===== src/rtl/calcdistance_seq.sv =====
// Sequential disparity-to-distance converter: distance = floor(K_NUM / disparity)
// via an MSB-first restoring divider. Optional clamp to MAX_DIST under DIST_SAT_EN.
module calcdistance_seq #(
   parameter int unsigned DISP_W   = 6,
   parameter int unsigned DIST_W   = 12,
   parameter int unsigned K_NUM    = 3300,
   parameter int unsigned MAX_DIST = 4095
) (
   input  logic              clk,
   input  logic              rst,
   input  logic              in_valid,
   output logic              in_ready,
   input  logic [DISP_W-1:0] in_disp,
   output logic              out_valid,
   input  logic              out_ready,
   output logic [DIST_W-1:0] out_dist,
   output logic              out_div0,
   output logic              out_sat,
   output logic              busy
);

   localparam int unsigned CNT_W = $clog2(DIST_W + 1);
   localparam logic [CNT_W-1:0]  CNT_LAST = CNT_W'(DIST_W - 1);
   localparam logic [DIST_W-1:0] K_VEC    = K_NUM[DIST_W-1:0];

   typedef enum logic [1:0] {S_IDLE, S_DIV, S_DONE} state_t;

   state_t            state_q, state_d;
   logic [DISP_W-1:0] divisor_q, divisor_d;
   logic [DIST_W-1:0] dividend_q, dividend_d;
   logic [DISP_W:0]   rem_q, rem_d;
   logic [DIST_W-1:0] quot_q, quot_d;
   logic [CNT_W-1:0]  cnt_q, cnt_d;
   logic [DIST_W-1:0] dist_q, dist_d;
   logic              div0_q, div0_d;
   logic              sat_q, sat_d;

   logic [DISP_W:0]   rem_shift;
   logic [DISP_W:0]   rem_sub;
   logic              q_bit;
   logic [DIST_W-1:0] quot_next;

`ifdef DIST_SAT_EN
   localparam logic [DIST_W-1:0] MAX_VEC = MAX_DIST[DIST_W-1:0];
`else
   logic unused_max;
   assign unused_max = ^MAX_DIST;
`endif

   // rem stays below the divisor, so shifting the full register never loses a set bit
   assign rem_shift = (rem_q << 1) | (DISP_W + 1)'(dividend_q[DIST_W-1]);
   assign rem_sub   = rem_shift - {1'b0, divisor_q};
   assign q_bit     = (rem_shift >= {1'b0, divisor_q});
   assign quot_next = (quot_q << 1) | DIST_W'(q_bit);

   always_comb begin
      state_d    = state_q;
      divisor_d  = divisor_q;
      dividend_d = dividend_q;
      rem_d      = rem_q;
      quot_d     = quot_q;
      cnt_d      = cnt_q;
      dist_d     = dist_q;
      div0_d     = div0_q;
      sat_d      = sat_q;
      case (state_q)
         S_IDLE: begin
            if (in_valid) begin
               if (in_disp == '0) begin
                  state_d = S_DONE;
                  dist_d  = '0;
                  div0_d  = 1'b1;
                  sat_d   = 1'b0;
               end else begin
                  state_d    = S_DIV;
                  divisor_d  = in_disp;
                  dividend_d = K_VEC;
                  rem_d      = '0;
                  quot_d     = '0;
                  cnt_d      = '0;
               end
            end
         end
         S_DIV: begin
            rem_d      = q_bit ? rem_sub : rem_shift;
            quot_d     = quot_next;
            dividend_d = dividend_q << 1;
            cnt_d      = cnt_q + 1'b1;
            if (cnt_q == CNT_LAST) begin
               state_d = S_DONE;
               cnt_d   = '0;
               div0_d  = 1'b0;
               dist_d  = quot_next;
               sat_d   = 1'b0;
`ifdef DIST_SAT_EN
               if (quot_next > MAX_VEC) begin
                  dist_d = MAX_VEC;
                  sat_d  = 1'b1;
               end
`endif
            end
         end
         S_DONE: begin
            if (out_ready) state_d = S_IDLE;
         end
         default: state_d = S_IDLE;
      endcase
   end

   always_ff @(posedge clk) begin
      if (rst) begin
         state_q    <= S_IDLE;
         divisor_q  <= '0;
         dividend_q <= '0;
         rem_q      <= '0;
         quot_q     <= '0;
         cnt_q      <= '0;
         dist_q     <= '0;
         div0_q     <= 1'b0;
         sat_q      <= 1'b0;
      end else begin
         state_q    <= state_d;
         divisor_q  <= divisor_d;
         dividend_q <= dividend_d;
         rem_q      <= rem_d;
         quot_q     <= quot_d;
         cnt_q      <= cnt_d;
         dist_q     <= dist_d;
         div0_q     <= div0_d;
         sat_q      <= sat_d;
      end
   end

   assign in_ready  = (state_q == S_IDLE);
   assign out_valid = (state_q == S_DONE);
   assign busy      = (state_q != S_IDLE);
   assign out_dist  = dist_q;
   assign out_div0  = div0_q;
`ifdef DIST_SAT_EN
   assign out_sat   = sat_q;
`else
   assign out_sat   = 1'b0;
`endif

endmodule

===== config.mk =====
export PLATFORM = sky130hd
export DESIGN_NAME = calcdistance_seq
export DESIGN_NICKNAME = d
export VERILOG_FILES = /design/src/rtl/calcdistance_seq.sv
export SDC_FILE = /design/constraint.sdc
export NUM_CORES = 1
export LEC_CHECK = 0
export ABC_AREA = 1
export CORE_ASPECT_RATIO = 1.2
export CORE_MARGIN = 4
export CORE_UTILIZATION = 50
export CTS_CLUSTER_DIAMETER = 50
export DETAILED_ROUTE_END_ITERATION = 7
export DONT_BUFFER_PORTS = 1
export GPL_ROUTABILITY_DRIVEN = 1
export GPL_TIMING_DRIVEN = 0
export MAX_ROUTING_LAYER = met4
export SETUP_SLACK_MARGIN = 0.1
export SLEW_MARGIN = 20
export SYNTH_ARGS = -nofsm -noshare
export SYNTH_HDL_FRONTEND = slang
export SYNTH_SLANG_ARGS = --single-unit

===== constraint.sdc =====
create_clock -name clk -period 2.1 [get_ports clk]
set_clock_uncertainty 0.15 [all_clocks]
set_input_delay 0.42 -clock clk [delete_from_list [all_inputs] [get_ports clk]]
set_output_delay 0.42 -clock clk [all_outputs]
set_load 0.005 [all_outputs]

Yosys cells after proc, flatten, opt, wreduce, memory -nomap -nowiden
Cells that the tools add are included.
{ "word_totals": {"regBits": 54, "latch_bits": 0, "ram_bits": 0, "romBits": 0, "input_bits": 10, "output_inout_bits": 17, "memories": 0} }
{ "op_classes": {"n_addsub": 2, "n_mul": 0, "n_div": 0, "order_cmp": 1, "n_eq_ne": 8, "n_shift": 0, "muxes": 27, "bitwise_logic": 3, "n_reduce_logical": 8} }
{ "ops": {"columns": ["operator", "count"], "rows": [
  ["$mux W12", 5],
  ["$pmux W12 S2", 2],
  ["$mux W11", 2],
  ["$pmux W11 S2", 1],
  ["$mux W6", 3],
  ["$mux W4", 3],
  ["$or A12 B1 Y12", 1],
  ["$pmux W6 S2", 1],
  ["$reduce_and A3 Y1", 3],
  ["$mux W2", 4],
  ["$pmux W4 S2", 1],
  ["$ge A7 B6 Y1", 1],
  ["$or A7 B1 Y7", 1],
  ["$logic_not A6 Y1", 1],
  ["$ne A2 B2 Y1 const B", 3],
  ["$pmux W2 S3", 1],
  ["$sub A6 B6 Y6", 1],
  ["$add A4 B1 Y4 const B", 1],
  ["$eq A4 B4 Y1 const B", 1],
  ["$ne A2 B1 Y1 const B", 2],
  ["$reduce_and A4 Y1", 1],
  ["$reduce_bool A2 Y1", 2],
  ["$mux W1", 3],
  ["$eq A2 B1 Y1 const B", 1],
  ["other kinds (4)", 4]
]} }

Depth between registers and ports, before layout
{ "logic_depth": {"depth_word": 5, "ltp_mapped": 10} }

Worst setup path after synthesis
OpenSTA, ideal clock, no wires.
{ "synth_timing": {"path_kind": "reg-to-reg", "start": "register divisor_q[3]", "end": "register dist_q[0], in the netlist out_dist[0]", "setup_time_ps": 70, "arrival_ps": 1564, "required_time_ps": 1880, "setup_slack_ps": 316, "stages_incl_launch_ff": 10, "cell_sequence": "dfxtp_1 > inv_1 > ha_1 > nand2_1 > nor2_1 > nand3_1 > nand3_2 > nand2_1 > or2_1 > a21oi_1"} }
{ "synth_via": {"elab_chain_len": 4} }
{ "synth_lines": {"columns": ["element", "line", "rtl"], "rows": [
  ["start, declared", "29", "logic [DISP_W-1:0] divisor_q, divisor_d;"],
  ["start signal, assigned", "123", "divisor_q <= divisor_d;"],
  ["$ge A7 B6 Y1", "53", "assign q_bit = (rem_shift >= {1'b0, divisor_q});"],
  ["$or A12 B1 Y12", "54", "assign quot_next = (quot_q << 1) | DIST_W'(q_bit);"],
  ["$mux W12", "89", "if (cnt_q == CNT_LAST) begin"],
  ["$pmux W12 S2", "66", "case (state_q)"],
  ["end signal, assigned", "128", "dist_q <= dist_d;"],
  ["end, declared", "34", "logic [DIST_W-1:0] dist_q, dist_d;"]
]} }
Every way passes these cells. The select of a mux whose other input is x is not followed.
A chain may end at the register's enable or synchronous reset.

Worst setup path in the final report
{ "layout_timing": {"start": "register divisor_q[5]", "end": "register dist_q[0], in the netlist out_dist[0]"} }
The elaborated chain is that of the path after synthesis.

==> summary.md <==
| Metric | Value |
|---|---|
| Status | `finished clean` |
| Post-synth ARST share | `0` |
| Hpwl dp | `3810 um` |
| Fin Setup TNS | `0 ns` |
| Global-route wire length before repair | `9050 um` |
| Cells after Synth | `approximately 320` |
| CP Capture Type | `register` |
| Core area | `between 4000 and 5000 sq um` |
| Clk pwr share | `0.169` |
| Net count after synthesis | `roughly 340` |
| Syn avg cell area | `7.39 sq um` |
| Crit path max-delay cell type | `dfxtp_1` |
| IO Port Bufs | `0` |
| Register area share after synthesis | `0.439` |
| Worst hold endpoint | `state_q[1]` |
| Cell variety after synth | `28` |
| Final wirelength | `5280 um` |
| Worst Path Arrival | `about 2 ns` |
| Max-Cap Viols | `0` |
| Final core occ | `0.573` |
| Worst hold path class | `input pin to register` |
| Worst path cell trace | `inv_1 > ha_4 > nand2_1 > nor2_1 > nand2_2 > nand3_4 > nand2_1 > or2_1 > a21oi_1` |
| Slew Viols, Final | `0` |
| Top FF cell, synth | `dfxtp_1` |
| R2r startpoint | `divisor_q[5]` |
| Fin. Hold Viols | `0` |
| Gr usage total | `0.194` |
| Final setup fails | `0` |
| Switching power | `1.41 mW` |
| Final worst slack | `0.233 ns` |
| Die Width | `70.9 um` |
| DRT antenna net count | `0` |
| Root buf cell | `clkbuf_8` |
| Largest net degree at the start of global routing | `18` |
| Hold_buf cts | `0` |
| Buf/Inv on CP | `1` |
| Crit-path max FO | `7` |
| Site row count | `27` |
| Combinational Power Share | `0.473` |
| Gpl congestion | `0.782` |
| R2R Setup Slk | `0.23 ns` |
| Minimum clock period | `1.87 ns` |
| #FFs+latches synth | `52` |
| CP max stage delay | `0.33 ns` |
| Post-synth EDFFs | `0` |
| Worst-path clk slew | `around 0.090 ns` |
| Top cell by count, worst path | `nand2_1` |
| Drt first pass iters | `4` |
| Most frequent cells in the layout | `nand2_1 (94), dfxtp_1 (52), a21oi_1 (49)` |
| Area Overhead vs Synth | `11.0%` |
| Design area | `about 2600 sq um` |
| Grt ovf | `0` |
| RSZ-0062 raised after global routing | `false` |
| Slew margin rel. | `0.658` |
| Final worst path period share | `0.889` |
| Initial Util | `0.516` |
| Total Power | `between 3 and 4 mW` |
| Worst Tran Pin Value | `0.513 ns` |
| DR vias | `1993` |
| Sw frac | `0.412` |
| TritonCTS clock tree | `built` |
| Synthesized area | `between 2000 and 2500 sq um` |
| Iteration-0 DRC Markers | `81` |
| N_diodes | `0` |
| Drt wl/cell | `13.6 um` |
| Lkg Pwr | `slightly above 1 nW` |
| Fraction of layout cells with a size suffix above 1 | `0.112` |
| CTS buffer count | `5` |
| Startpoint types | `register` |
| Vias/cell | `5.12` |
| Placement Cell Area | `2440 sq um` |
| Antenna violations before repair | `0` |
| Total number of yosys warnings | `0` |
| Longest Clk Path Bufs | `2` |
| H-tree levels | `2` |
| P_int | `a little over 2 mW` |
| TritonCTS Sinks | `52` |
| Sequential fraction of design power | `0.358` |
| CP Class | `register to register` |
| HP Start | `out_ready` |
| DRC viols | `0` |
| Die H | `83.4 um` |
| Number of nets in the layout | `around 350` |
| Peak supply drop | `0.548 mV` |
| Req. time, crit path | `2.19 ns` |
| Clock Latency Late Sink | `0.31 ns` |
| Hold Crit Depth | `3` |
| Dpl ws | `between 0.009 and 0.01 ns` |
| Family with the most delay on the worst path | `simple AND/OR/NAND/NOR gates` |
| Worst R2R End | `out_dist[0]` |
| Most common library cell in the layout ignoring fill and taps | `nand2_1` |
| Number of global-route vias before repair | `1995` |
| Reg2Reg Depth | `9` |
| Max Fclk | `approximately 540 MHz` |
| P per Cell Area | `1300 nW/um^2` |
| Num ports | `27` |
| Die footprint | `5910 sq um` |
-- synth_stat cells (2+ instances only) --
cell	number	area, sq um
buf_4	5	37.5
o31ai_1	6	45.0
dfxtp_1	52	1040
inv_2	3	11.3
nand4_1	10	62.6
nand3_1	13	65.1
a21oi_1	49	245
clkbuf_1	8	30.0
o21ai_1	4	20.0
inv_1	27	101
nand2_1	95	357
nand2_2	2	12.5
nor2_2	2	12.5
xor2_1	3	26.3
nor2_1	21	78.8
or2_1	3	18.8
ha_1	7	87.6
-- power by group through the flow --
stage | Sequential (mW) | Combinational [mW] | Clock (mW)
2_1_floorplan | 1.20 | 1.14 | 0
3_3_place_gp | 1.23 | 1.40 | 0
3_5_place_dp | 1.23 | 1.41 | 0
4_1_cts | 1.21 | 1.50 | 0.599
5_1_grt | 1.25 | 1.85 | 0.637
6_report | 1.22 | 1.62 | 0.578
-- worst max-delay path by stage --
stage                       from           to  slack, ns  cells past startpoint
floorplan           divisor_q[3]  out_dist[0]       0.32                      9
global placement    divisor_q[3]  out_dist[0]       0.03                      9
detailed placement  divisor_q[3]  out_dist[0]      0.009                      9
CTS                 divisor_q[4]  out_dist[0]       0.14                      9
global route        divisor_q[1]  out_dist[0]       0.10                      9
finish              divisor_q[5]  out_dist[0]       0.23                      9
-- flip-flops by register name, summed over array words and instances, names as in the netlist --
signal / flops
cnt_q: 4
out_div0: 1
dividend_q: 10
state_q: 2
quot_q: 11
out_dist: 12
divisor_q: 6
rem_q: 6
-- stage by stage --
| stage | hold slack, ns | cells |
|---|---|---|
| after floorplan | 0.285 | 321 |
| after global placement | 0.301 | 379 |
| after detailed placement | 0.304 | 379 |
| after CTS | 0.125 | 388 |
| after global routing | 0.153 | 389 |
| final | 0.134 | 389 |
-- worst reg2reg max path, delay by kind of cell (launching register included) --
family	cells	cell delay (ns)
and+or+nand+nor	6	0.80
adders and majority gates	1	0.31
AOI/OAI and AO/OA	1	0.12
DFF	1	0.33
buffers and inverters	1	0.09
-- layer usage --
layer / routed length, um / global-route usage
met2: 2550 / 0.321
met1: 2410 / 0.226
met5: 0 / -
met4: 65 / 0.0735
met3: 253 / 0.0436
-- what timing repair did --
item	in CTS	in global routing
resized for setup	3	9
endpoints found under the setup margin	1	17
buffers inserted	1	1
pin swaps	1	1
-- kinds of logic (layout without fill, tap and decap cells) --
logic type                 Yosys count  after routing  synth area share
and+or+nand+nor                    151            151             0.279
AOI/OAI and AO/OA                   61             61             0.137
DFF                                 52             52             0.439
buffers and inverters               44             54            0.0834
adders and majority gates            8              8            0.0454
xor gates and xnor gates             4              4            0.0148
other                                1              1           0.00158
-- area by class of cell --
class | instances | area [sq um]
Buffer | 13 | 67.6
Multi-Input combinational cell | 225 | 1210
Tap cell | 58 | 72.6
Fill cell | 467 | 1960
Inverter | 31 | 130
Clock inverter | 3 | 23.8
Timing Repair Buffer | 2 | 15.0
Clock buffer | 5 | 68.8
Sequential cell | 52 | 1040
(Power assumes the default switching activity.)
